==> config.mk <==
export PLATFORM = sky130hd
export DESIGN_NAME = ysyx_24070014_mem_arbiter
export DESIGN_NICKNAME = d
export VERILOG_FILES = /design/src/rtl/ysyx_24070014_arb_pkg.sv /design/src/rtl/ysyx_24070014_arb_grant.sv /design/src/rtl/ysyx_24070014_mem_arbiter.sv
export SDC_FILE = /design/constraint.sdc
export NUM_CORES = 1
export LEC_CHECK = 0
export BUFFER_PORTS_ARGS = -buffer_cell sky130_fd_sc_hd__buf_4
export CELL_PAD_IN_SITES_DETAIL_PLACEMENT = 0
export CELL_PAD_IN_SITES_GLOBAL_PLACEMENT = 1
export CORE_MARGIN = 1
export CORE_UTILIZATION = 30
export CTS_BUF_LIST = sky130_fd_sc_hd__clkbuf_4
export CTS_CLUSTER_DIAMETER = 120
export DETAILED_ROUTE_END_ITERATION = 10
export PLACE_DENSITY = 0.87
export SYNTH_ARGS = -nofsm -noshare
export SYNTH_HDL_FRONTEND = slang
export SYNTH_SLANG_ARGS = --single-unit
==> constraint.sdc <==
create_clock -name clk -period 1.76 [get_ports clk]
set_input_delay 0.264 -clock clk [delete_from_list [all_inputs] [get_ports clk]]
set_output_delay 0.264 -clock clk [all_outputs]
set_load 0.01 [all_outputs]
==> src/rtl/ysyx_24070014_arb_pkg.sv <==
// ysyx_24070014_arb_pkg: shared FSM states and master ids for the memory arbiter
package ysyx_24070014_arb_pkg;
  typedef enum logic [1:0] {IDLE, ISSUE, WAIT, RESP} state_t;
  localparam logic MST_IFU = 1'b0;
  localparam logic MST_LSU = 1'b1;
endpackage

==> src/rtl/ysyx_24070014_arb_grant.sv <==
// ysyx_24070014_arb_grant: combinational winner select between IFU and LSU
// YSYX_24070014_ARB_RR_EN selects round-robin on contention; otherwise LSU has fixed priority
module ysyx_24070014_arb_grant
  import ysyx_24070014_arb_pkg::*;
(
  input  logic ifu_valid_i,
  input  logic lsu_valid_i,
`ifdef YSYX_24070014_ARB_RR_EN
  input  logic ptr_i,
`endif
  output logic gnt_valid_o,
  output logic gnt_id_o
);
  assign gnt_valid_o = ifu_valid_i | lsu_valid_i;
`ifdef YSYX_24070014_ARB_RR_EN
  assign gnt_id_o = (ifu_valid_i & lsu_valid_i) ? ptr_i : (lsu_valid_i ? MST_LSU : MST_IFU);
`else
  assign gnt_id_o = lsu_valid_i ? MST_LSU : MST_IFU;
`endif
endmodule

==> src/rtl/ysyx_24070014_mem_arbiter.sv <==
// ysyx_24070014_mem_arbiter: shares one memory bridge port between IFU and LSU, one transaction at a time
// YSYX_24070014_ARB_RR_EN enables round-robin arbitration with a pointer flop
module ysyx_24070014_mem_arbiter
  import ysyx_24070014_arb_pkg::*;
#(
  parameter  int ADDR_W = 32,
  parameter  int DATA_W = 32,
  localparam int MASK_W = DATA_W / 8
) (
  input  logic              clk,
  input  logic              reset,
  input  logic              ifu_req_valid,
  output logic              ifu_req_ready,
  input  logic [ADDR_W-1:0] ifu_addr,
  output logic              ifu_resp_valid,
  input  logic              ifu_resp_ready,
  output logic [DATA_W-1:0] ifu_rdata,
  input  logic              lsu_req_valid,
  output logic              lsu_req_ready,
  input  logic [ADDR_W-1:0] lsu_addr,
  input  logic              lsu_wen,
  input  logic [DATA_W-1:0] lsu_wdata,
  input  logic [MASK_W-1:0] lsu_wmask,
  output logic              lsu_resp_valid,
  input  logic              lsu_resp_ready,
  output logic [DATA_W-1:0] lsu_rdata,
  output logic              mem_req_valid,
  input  logic              mem_req_ready,
  output logic [ADDR_W-1:0] mem_addr,
  output logic              mem_wen,
  output logic [DATA_W-1:0] mem_wdata,
  output logic [MASK_W-1:0] mem_wmask,
  input  logic              mem_resp_valid,
  input  logic [DATA_W-1:0] mem_rdata
);
  state_t              state_q, state_d;
  logic                gnt_q, gnt_d;
  logic [ADDR_W-1:0]   addr_q, addr_d;
  logic                wen_q, wen_d;
  logic [DATA_W-1:0]   wdata_q, wdata_d;
  logic [MASK_W-1:0]   wmask_q, wmask_d;
  logic [DATA_W-1:0]   rdata_q, rdata_d;
  logic                mem_req_valid_q, mem_req_valid_d;
  logic                ifu_resp_valid_q, ifu_resp_valid_d;
  logic                lsu_resp_valid_q, lsu_resp_valid_d;
  logic                gnt_valid, gnt_id, lsu_win, mem_done, resp_done;
`ifdef YSYX_24070014_ARB_RR_EN
  logic                ptr_q, ptr_d;
`endif

  ysyx_24070014_arb_grant u_grant (
    .ifu_valid_i (ifu_req_valid),
    .lsu_valid_i (lsu_req_valid),
`ifdef YSYX_24070014_ARB_RR_EN
    .ptr_i       (ptr_q),
`endif
    .gnt_valid_o (gnt_valid),
    .gnt_id_o    (gnt_id)
  );

  // Readies are gated by reset so nothing is accepted while the block is held in reset.
  assign lsu_win       = gnt_id == MST_LSU;
  assign ifu_req_ready = reset & (state_q == IDLE) & gnt_valid & ~lsu_win;
  assign lsu_req_ready = reset & (state_q == IDLE) & gnt_valid & lsu_win;
  assign mem_done      = (state_q == WAIT) ? mem_resp_valid : (mem_req_ready & mem_resp_valid);
  assign resp_done     = (gnt_q == MST_LSU) ? lsu_resp_ready : ifu_resp_ready;

  assign mem_req_valid  = mem_req_valid_q;
  assign mem_addr       = addr_q;
  assign mem_wen        = wen_q;
  assign mem_wdata      = wdata_q;
  assign mem_wmask      = wmask_q;
  assign ifu_resp_valid = ifu_resp_valid_q;
  assign lsu_resp_valid = lsu_resp_valid_q;
  assign ifu_rdata      = rdata_q;
  assign lsu_rdata      = rdata_q;

  always_comb begin
    state_d          = state_q;
    gnt_d            = gnt_q;
    addr_d           = addr_q;
    wen_d            = wen_q;
    wdata_d          = wdata_q;
    wmask_d          = wmask_q;
    rdata_d          = rdata_q;
    mem_req_valid_d  = mem_req_valid_q;
    ifu_resp_valid_d = ifu_resp_valid_q;
    lsu_resp_valid_d = lsu_resp_valid_q;
`ifdef YSYX_24070014_ARB_RR_EN
    ptr_d            = ptr_q;
`endif
    unique case (state_q)
      IDLE: if (gnt_valid) begin
        state_d         = ISSUE;
        mem_req_valid_d = 1'b1;
        gnt_d           = gnt_id;
        addr_d          = lsu_win ? lsu_addr : ifu_addr;
        wen_d           = lsu_win & lsu_wen;
        wdata_d         = lsu_win ? lsu_wdata : '0;
        wmask_d         = lsu_win ? lsu_wmask : '0;
`ifdef YSYX_24070014_ARB_RR_EN
        ptr_d           = ~ptr_q;
`endif
      end
      ISSUE, WAIT: begin
        if (state_q == ISSUE && mem_req_ready) begin
          state_d         = WAIT;
          mem_req_valid_d = 1'b0;
        end
        if (mem_done) begin
          state_d          = RESP;
          mem_req_valid_d  = 1'b0;
          rdata_d          = wen_q ? '0 : mem_rdata;
          ifu_resp_valid_d = gnt_q == MST_IFU;
          lsu_resp_valid_d = gnt_q == MST_LSU;
        end
      end
      RESP: if (resp_done) begin
        state_d          = IDLE;
        ifu_resp_valid_d = 1'b0;
        lsu_resp_valid_d = 1'b0;
      end
      default: state_d = IDLE;
    endcase
  end

  always_ff @(posedge clk or negedge reset) begin
    if (!reset) begin
      state_q          <= IDLE;
      gnt_q            <= MST_IFU;
      addr_q           <= '0;
      wen_q            <= 1'b0;
      wdata_q          <= '0;
      wmask_q          <= '0;
      rdata_q          <= '0;
      mem_req_valid_q  <= 1'b0;
      ifu_resp_valid_q <= 1'b0;
      lsu_resp_valid_q <= 1'b0;
`ifdef YSYX_24070014_ARB_RR_EN
      ptr_q            <= MST_IFU;
`endif
    end else begin
      state_q          <= state_d;
      gnt_q            <= gnt_d;
      addr_q           <= addr_d;
      wen_q            <= wen_d;
      wdata_q          <= wdata_d;
      wmask_q          <= wmask_d;
      rdata_q          <= rdata_d;
      mem_req_valid_q  <= mem_req_valid_d;
      ifu_resp_valid_q <= ifu_resp_valid_d;
      lsu_resp_valid_q <= lsu_resp_valid_d;
`ifdef YSYX_24070014_ARB_RR_EN
      ptr_q            <= ptr_d;
`endif
    end
  end
endmodule

==> results.md, run 1 <==
* Post-synth cell types at 26
* Max stage delay on crit path at 0.42 ns
* Routed Antenna Nets at 0
* Leak Pwr at 4.151 nW
* Slew at the pin closest to its max-slew limit at 0.4934 ns
* Area of the core at 0.01594 sq mm
* Avg Cell Area, Syn at 9.607 sq um
* Final core utilization at 49.52%
* Part of the power in the clock network at 10.2%
* Hold EP: mem_addr[24]
* Final period util at 100.1%
* Final hold violation count at 0
* Vias in the first global route at 4275
* Clk_skew at 0.02418 ns
* Sw power at 4.469 mW
* Worst Hold Depth at 3
* Min Tclk post-route at 1.761 ns
* WS Path Type: flip-flop to output pin
* Crit-path max FO at 3
* Area leader, netlist: dfrtp_1
* EDFF count, synth at 0
* Drt wl/cell at 13.50 um
* Clk slew on worst S/H paths at 0.18 ns
* Comb power frac at 52.7%
* F_max at 0.5679 GHz
* Max clock buf depth at 2
* Setup ws final at -0.0009117 ns
* GR Overflow Total at 0
* Clk Latency, worst-skew pair at 0.47 ns
* Post-synthesis register bit count at 107
* Layout area overhead at 61.13%
* Die H at 129.8 um
* Post-synthesis sequential area ratio at 54.65%
* Crit end category: output pin
* First-pass iteration count of the detailed router at 4
* Type of the most critical hold path: input pin to flip-flop
* Layout cells sized above 1 at 38.60%
* Reg2reg end: ifu_rdata[28]
* Starting Density at 30.73%
* Via count at 4506
* CTS tree: done
* I/O pins at 279
* Largest net degree at the start of global routing at 93
* Ys async rst share at 100.0%
* Ranking of synthesized cells by area: dfrtp_1, nand2_1, mux2i_1, o21ai_1, buf_4
* CTS Root Cell: clkbuf_4
* Failing checks: negative setup slack
* Flop pwr share at 37.1%
* VDD IR max at 0.0005227 V
* R2R Path Start: state_q[0]
* Internal at 6.919 mW
* Switching Share at 39.24%
* Antenna violations before repair at 1
* Max Slew Vio Count at 0
* Cells after Synth at 510
* Main synth FF type: dfrtp_1
* Syn Nets at 655
* Drt via density at 4.308
* R2r worst-path depth at 7
* Setup violations, final at 1
* Share of the synthesized area in the top cell type at 54.65%
* Reported max-cap violation count at 0
* Slew HR at 67.11%
* Die area at 0.01685 sq mm
* Critical path's slowest cell: dfrtp_1
* Fillers at 1481
* RSZ-0062 raised after global routing: yes
* Reg2Reg Setup Slack at 0.15 ns
* H-tree depth at 3
* PwrDens at 1442 mW/mm^2
* YS warnings at 0
* First-pass GRT wire length at 21450 um
* Synth Cell Area at 0.004900 sq mm
* Hpwl dp at 9426 um
* WL final at 14120 um
* Total GRT Usage at 16.46%
* Port Buffers at 278
* Routability congestion estimate at 0.7335
* Die Wd at 129.8 um
* Top cell by count, worst path: buf_6
* Cell Rows at 46
* CTS buffer count at 9
* Startpoint types: flip-flop
* Outcome: finished with violations
* Crit-path cells: inv_2, ha_4, buf_6, and3_4, buf_6
* DRC at 0
* Worst EP arrival at 1.50 ns
* Nets at 969
* Setup TNS at -0.0009117 ns
* Sink Count at 107
* Starting DRT DRC Count at 177
* Hold_sp: ifu_addr[24]
* CP Data Required Time at 1.50 ns
## power by group through the flow
| stage | logic [mW] | clock network, mW | registers, mW |
|---|---|---|---|
| CTS | 5.98 | 1.22 | 4.24 |
| finish | 6.00 | 1.16 | 4.23 |
| detailed placement | 5.70 | 0 | 4.30 |
| floorplan | 2.77 | 0 | 4.68 |
| global placement | 5.63 | 0 | 4.25 |
| global route | 6.64 | 1.32 | 4.38 |
## layer usage
metal	track usage, %	wire [um]
met3	3.731	894
met2	28.44	7106
met1	19.61	5851
met5	0	0
met4	7.182	265
## registers in the layout, indices dropped and copies added, names as in the netlist
signal          flops
lsu_resp_valid      1
ifu_resp_valid      1
gnt_q               1
mem_addr           32
mem_wdata          32
mem_req_valid       1
mem_wen             1
ifu_rdata          32
mem_wmask           4
state_q             2
## cell usage after synthesis (3+ instances only)
master and n:
nor2_1 3, buf_2 10, o21ai_1 64, nand3_1 37, ha_1 4, dfrtp_1 107
nand2_1 143, mux2i_1 33, nand2b_1 32, buf_6 3, clkbuf_1 13, buf_4 40
## metrics by stage
| stage | setup slack (ns) | total power [mW] | hold slack [ns] | cells | area [sq um] |
|---|---|---|---|---|---|
| 5_1_grt | -0.08516 | 12.34 | 0.006461 | 1046 | 7895 |
| 6_report | -0.0009117 | 11.39 | 0.04761 | 1046 | 7895 |
| 4_1_cts | -0.04155 | 11.44 | 0.0002905 | 1041 | 7858 |
| 3_3_place_gp | 0.2499 | 9.884 | 0.3474 | 948 | 6959 |
| 2_1_floorplan | 0.08264 | 7.449 | -0.03159 | 510 | 4900 |
| 3_5_place_dp | 0.1915 | 10.00 | 0.3404 | 948 | 6959 |
## worst max path at each step
stage,start,to,cells past startpoint
6_report,state_q[1],lsu_req_ready,5
5_1_grt,state_q[1],lsu_req_ready,5
3_5_place_dp,state_q[0],ifu_rdata[8],5
3_3_place_gp,state_q[0],ifu_rdata[4],5
4_1_cts,state_q[1],lsu_req_ready,5
2_1_floorplan,state_q[0],ifu_req_ready,7
## logic make-up after synthesis
group	after synthesis	synth area share (%)
flip-flops	107	54.65
AO/OA/AOI/OAI	75	8.299
multiplexers	35	7.201
adder cells (fa/ha/maj)	4	1.021
AND/OR/NAND/NOR	221	19.84
buffers and inverters	68	8.989
## cells in the final DEF (no fill, tap or decap), types with 2 or more instances in the layout
cell type,synthesis,routed
nand2_1,143,143
clkinv_4,0,3
o21ai_1,64,64
ha_1,4,3
dlygate4sd3_1,0,72
nor2b_1,2,2
inv_2,0,2
mux2i_1,33,33
nand2b_1,32,32
o21ai_0,2,2
o22a_1,2,2
clkbuf_4,0,10
buf_12,0,4
o211ai_1,2,2
mux2_1,2,2
buf_4,40,291
nor2_1,3,3
buf_6,3,2
nand3_1,37,37
dfrtp_1,107,107
## timing repair
item,CTS,global route
hold buffers,72,0
pin swaps,2,1
endpoints found under the hold margin,177,0
setup endpoints to repair,2,2
gates resized for setup,6,1
setup buffers,5,4
## layout make-up
| type | count | area, sq um | area share [%] |
|---|---|---|---|
| Clock buffer | 10 | 75.07 | 0.9509 |
| Antenna cell | 1 | 2.502 | 0.03170 |
| Tap cell | 216 | 270.3 | 3.423 |
| Multi-Input combinational cell | 335 | 1812 | 22.95 |
| Timing Repair Buffer | 369 | 3008 | 38.10 |
| Sequential cell | 107 | 2678 | 33.91 |
| Clock inverter | 6 | 42.54 | 0.5388 |
| Inverter | 2 | 7.507 | 0.09509 |
## worst max-delay path, delay by kind of cell (launching register included)
kind                       cells  cell delay [ns]
adders and majority gates      1             0.16
buffers and inverters          3             0.29
DFF                            1             0.42
and+or+nand+nor                1             0.17
Note: power is estimated with default switching activity, not from simulation.
==> inputs of run 2 (changes only) <==
- ABC_AREA: default -> 1
- PLACE_DENSITY: 0.87 -> 0.89
==> run 2 against run 1 <==
Against the previous run: the run now ends clean; clock skew shrank 0.0062 ns; clock-buffer cell count shrank 1; synthesized cell count grew 12%; combinational power grew 4.7%; maximum frequency grew 1.4%; largest power group unchanged; hold slack gained 0.00082 ns; via count grew 7.4%; utilization shrank 0.56 points; synthesized area shrank 0.26%; final area shrank 1.5%; global-route usage grew 1.7 points.
==> results.md, run 2 <==
* Share of the synthesized area in the top cell type at 54.79% (was 54.65%)
* Worst EP arrival at 1.47 ns (was 1.50 ns)
* Clk_skew at 0.01800 ns (was 0.02418 ns)
* Max Slew Vio Count at 0 (unchanged)
* Antenna violations before repair at 1 (unchanged)
* R2R Path Start: state_q[1] (was state_q[0])
* Most common cell after layout, fill and taps aside: buf_4 (unchanged)
* Setup crit start: state_q[0] (was state_q[1])
* Final period util at 98.62% (was 100.1%)
* Die H at 129.6 um (was 129.8 um)
* Startpoint types: flip-flop (unchanged)
* Synth Cell Area at 0.004887 sq mm (was 0.004900 sq mm)
* Routed Antenna Nets at 0 (unchanged)
* Outcome: complete, no violations (was finished with violations)
* First-pass GRT wire length at 23410 um (was 21450 um)
* Setup ws final at 0.02424 ns (was -0.0009117 ns)
* Post-synth cell types at 19 (was 26)
* WS Path Type: flip-flop to output pin (unchanged)
* Reported max-cap violation count at 0 (unchanged)
* Setup violations, final at 0 (was 1)
* Crit-path max FO at 4 (was 3)
* WL final at 15210 um (was 14120 um)
* Nets at 1013 (was 969)
* Reg2reg end: state_q[0] (was ifu_rdata[28])
* Max stage delay on crit path at 0.43 ns (was 0.42 ns)
* First-pass iteration count of the detailed router at 5 (was 4)
* Type of the most critical hold path: input pin to flip-flop (unchanged)
* Fillers at 1520 (was 1481)
* Buf/Inv on CP at 2 (was 3)
* Post-synthesis sequential area ratio at 54.79% (was 54.65%)
* Min Tclk post-route at 1.736 ns (was 1.761 ns)
* Drt via density at 4.441 (was 4.308)
* Port Buffers at 278 (unchanged)
* YS warnings at 0 (unchanged)
* Final hold violation count at 0 (unchanged)
* Die Wd at 129.6 um (was 129.8 um)
* Post-synth top cells: nand2_1, dfrtp_1, nor2_1 (was nand2_1, dfrtp_1, o21ai_1)
* CTS buffer count at 9 (unchanged)
* DRC at 0 (unchanged)
* Starting Density at 30.77% (was 30.73%)
* Count leader, synth: nand2_1 (unchanged)
* Cell Rows at 46 (unchanged)
* Largest net degree at the start of global routing at 108 (was 93)
* Avg Cell Area, Syn at 8.574 sq um (was 9.607 sq um)
* Hold_ws at 0.04843 ns (was 0.04761 ns)
* F_max at 0.5761 GHz (was 0.5679 GHz)
* Crit-path cells: inv_2, ha_4, nand2_2, nor2_1, buf_4 (was inv_2, ha_4, buf_6, and3_4, buf_6)
* Most frequent cells in the layout: buf_4, nand2_1, dfrtp_1 (unchanged)
* H-tree depth at 3 (unchanged)
* Placement Setup Slack at 0.2354 ns (was 0.1915 ns)
* Critical path's slowest cell: dfrtp_1 (unchanged)
* Slew at the pin closest to its max-slew limit at 0.5996 ns (was 0.4934 ns)
* R2r worst-path depth at 10 (was 7)
* Placed Cells at 1007 (was 948)
* PwrDens at 1530 mW/mm^2 (was 1442 mW/mm^2)
* RSZ-0062 raised after global routing: yes (unchanged)
* Layout Cells excl Fill at 1090 (was 1046)
* Ranking of synthesized cells by area: dfrtp_1, nand2_1, buf_4, nor2_1, o31ai_1 (was dfrtp_1, nand2_1, mux2i_1, o21ai_1, buf_4)
* Layout area overhead at 59.14% (was 61.13%)
* VDD IR max at 0.0007582 V (was 0.0005227 V)
* Cells after Synth at 570 (was 510)
* Reg2Reg Setup Slack at 0.20 ns (was 0.15 ns)
* Worst setup path endpoint: lsu_req_ready (unchanged)
* CTS Root Cell: clkbuf_4 (unchanged)
* Final core utilization at 48.96% (was 49.52%)
* WP depth at 5 (unchanged)
* Cell Area, Placed at 0.006960 sq mm (was 0.006959 sq mm)
* Final instance area at 0.007777 sq mm (was 0.007895 sq mm)
* Sink Count at 107 (unchanged)
* Post-synthesis register bit count at 107 (unchanged)
* I/O pins at 279 (unchanged)
* Slew HR at 60.02% (was 67.11%)
* Top delay family on crit path: flip-flops (unchanged)
* Max clock buf depth at 2 (unchanged)
* Total power at 11.90 mW (was 11.39 mW)
* CTS tree: done (unchanged)
* Vias in the first global route at 4497 (was 4275)
* Total GRT Usage at 18.15% (was 16.46%)
* Hpwl dp at 10400 um (was 9426 um)
* Die area at 0.01681 sq mm (was 0.01685 sq mm)
* Routability congestion estimate at 0.7751 (was 0.7335)
* Ys async rst share at 100.0% (unchanged)
* Via count at 4841 (was 4506)
* Drt wl/cell at 13.95 um (was 13.50 um)
* Area of the core at 0.01589 sq mm (was 0.01594 sq mm)
* Area leader, netlist: dfrtp_1 (unchanged)
* Layout cells sized above 1 at 37.00% (was 38.60%)
* Leak Pwr at 4.163 nW (was 4.151 nW)
* EDFF count, synth at 0 (unchanged)
* GR Overflow Total at 0 (unchanged)
* Starting DRT DRC Count at 224 (was 177)
* Clk slew on worst S/H paths at 0.19 ns (was 0.18 ns)
* Main synth FF type: dfrtp_1 (unchanged)
* Setup TNS at 0 ns (was -0.0009117 ns)
* Clk Latency, worst-skew pair at 0.48 ns (was 0.47 ns)
* CP Data Required Time at 1.50 ns (about the same)
* Crit end category: output pin (unchanged)
* Syn Nets at 715 (was 655)
## run 2: cell count changes in the layout (fill, tap and decap cells not counted), sizes merged, moves of 3 or more
cell	previous run	this run
nor2	3	71
nand2	144	190
mux2i	33	0
nand2b	32	0
o31ai	0	32
o21ai	67	37
inv	2	20
dlygate4sd3	72	58
clkinv	5	1
nand3	37	41
o211ai	3	0
## run 2: power breakdown
part	total (mW)	internal (mW)	leakage (nW)	switching [mW]
sequential	4.26	3.55	1.35	0.709
clock	1.37	0.461	0.0808	0.904
combinational	6.28	3.08	2.73	3.20
total	11.9	7.09	4.16	4.81
## run 2: repair_timing
item                                   in CTS  in global routing
endpoints found under the hold margin     164                  0
buffers inserted                            6                  2
hold buffers                               58                  0
gates resized for setup                     6                  0
setup endpoints to repair                   2                  2
pin swaps                                   2                  1
## run 2: worst min-delay path: stages
cell	delay (ns)
buf_4	0.10
nor2_1	0.07
o31ai_1	0.08
## run 2: worst min-delay path by stage
| stage | from | endpoint | slack (ns) | depth (start not counted) |
|---|---|---|---|---|
| 2_1_floorplan | reset | gnt_q | -0.03 | 0 |
| 4_1_cts | mem_rdata[13] | ifu_rdata[13] | 0.001 | 3 |
| 5_1_grt | mem_rdata[7] | ifu_rdata[7] | 0.003 | 3 |
| 3_3_place_gp | reset | ifu_rdata[3] | 0.44 | 2 |
| 3_5_place_dp | reset | ifu_rdata[10] | 0.44 | 2 |
| 6_report | ifu_addr[29] | mem_addr[29] | 0.05 | 3 |
## run 2: layout make-up
class | instances | area, sq um | share of cell area, %
Antenna cell | 1 | 2.502 | 0.03218
Clock buffer | 9 | 67.56 | 0.8687
Clock inverter | 7 | 82.58 | 1.062
Inverter | 16 | 62.56 | 0.8044
Multi-Input combinational cell | 378 | 1722 | 22.14
Sequential cell | 107 | 2678 | 34.43
Tap cell | 216 | 270.3 | 3.475
Timing Repair Buffer | 356 | 2893 | 37.19
## run 2: cell families (layout without fill, tap and decap cells)
group / count (synthesis) / after routing / synth area share, %
flip-flops: 107 / 107 / 54.79
AO/OA/AOI/OAI: 69 / 69 / 8.704
buffers and inverters: 85 / 388 / 10.57
other: 0 / 1 / 0
adder cells (fa/ha/maj): 4 / 4 / 1.024
AND/OR/NAND/NOR: 305 / 305 / 24.91
## run 2: routing by layer
metal	part of all wire, %	wire, um	global-route usage, %	vias up
met5	0	0	0	-
met4	1.9	293	6.635	0
met3	8.2	1244	5.202	21
met2	51	7734	31.24	210
met1	39	5938	21.50	2207
li1	-	-	-	2403
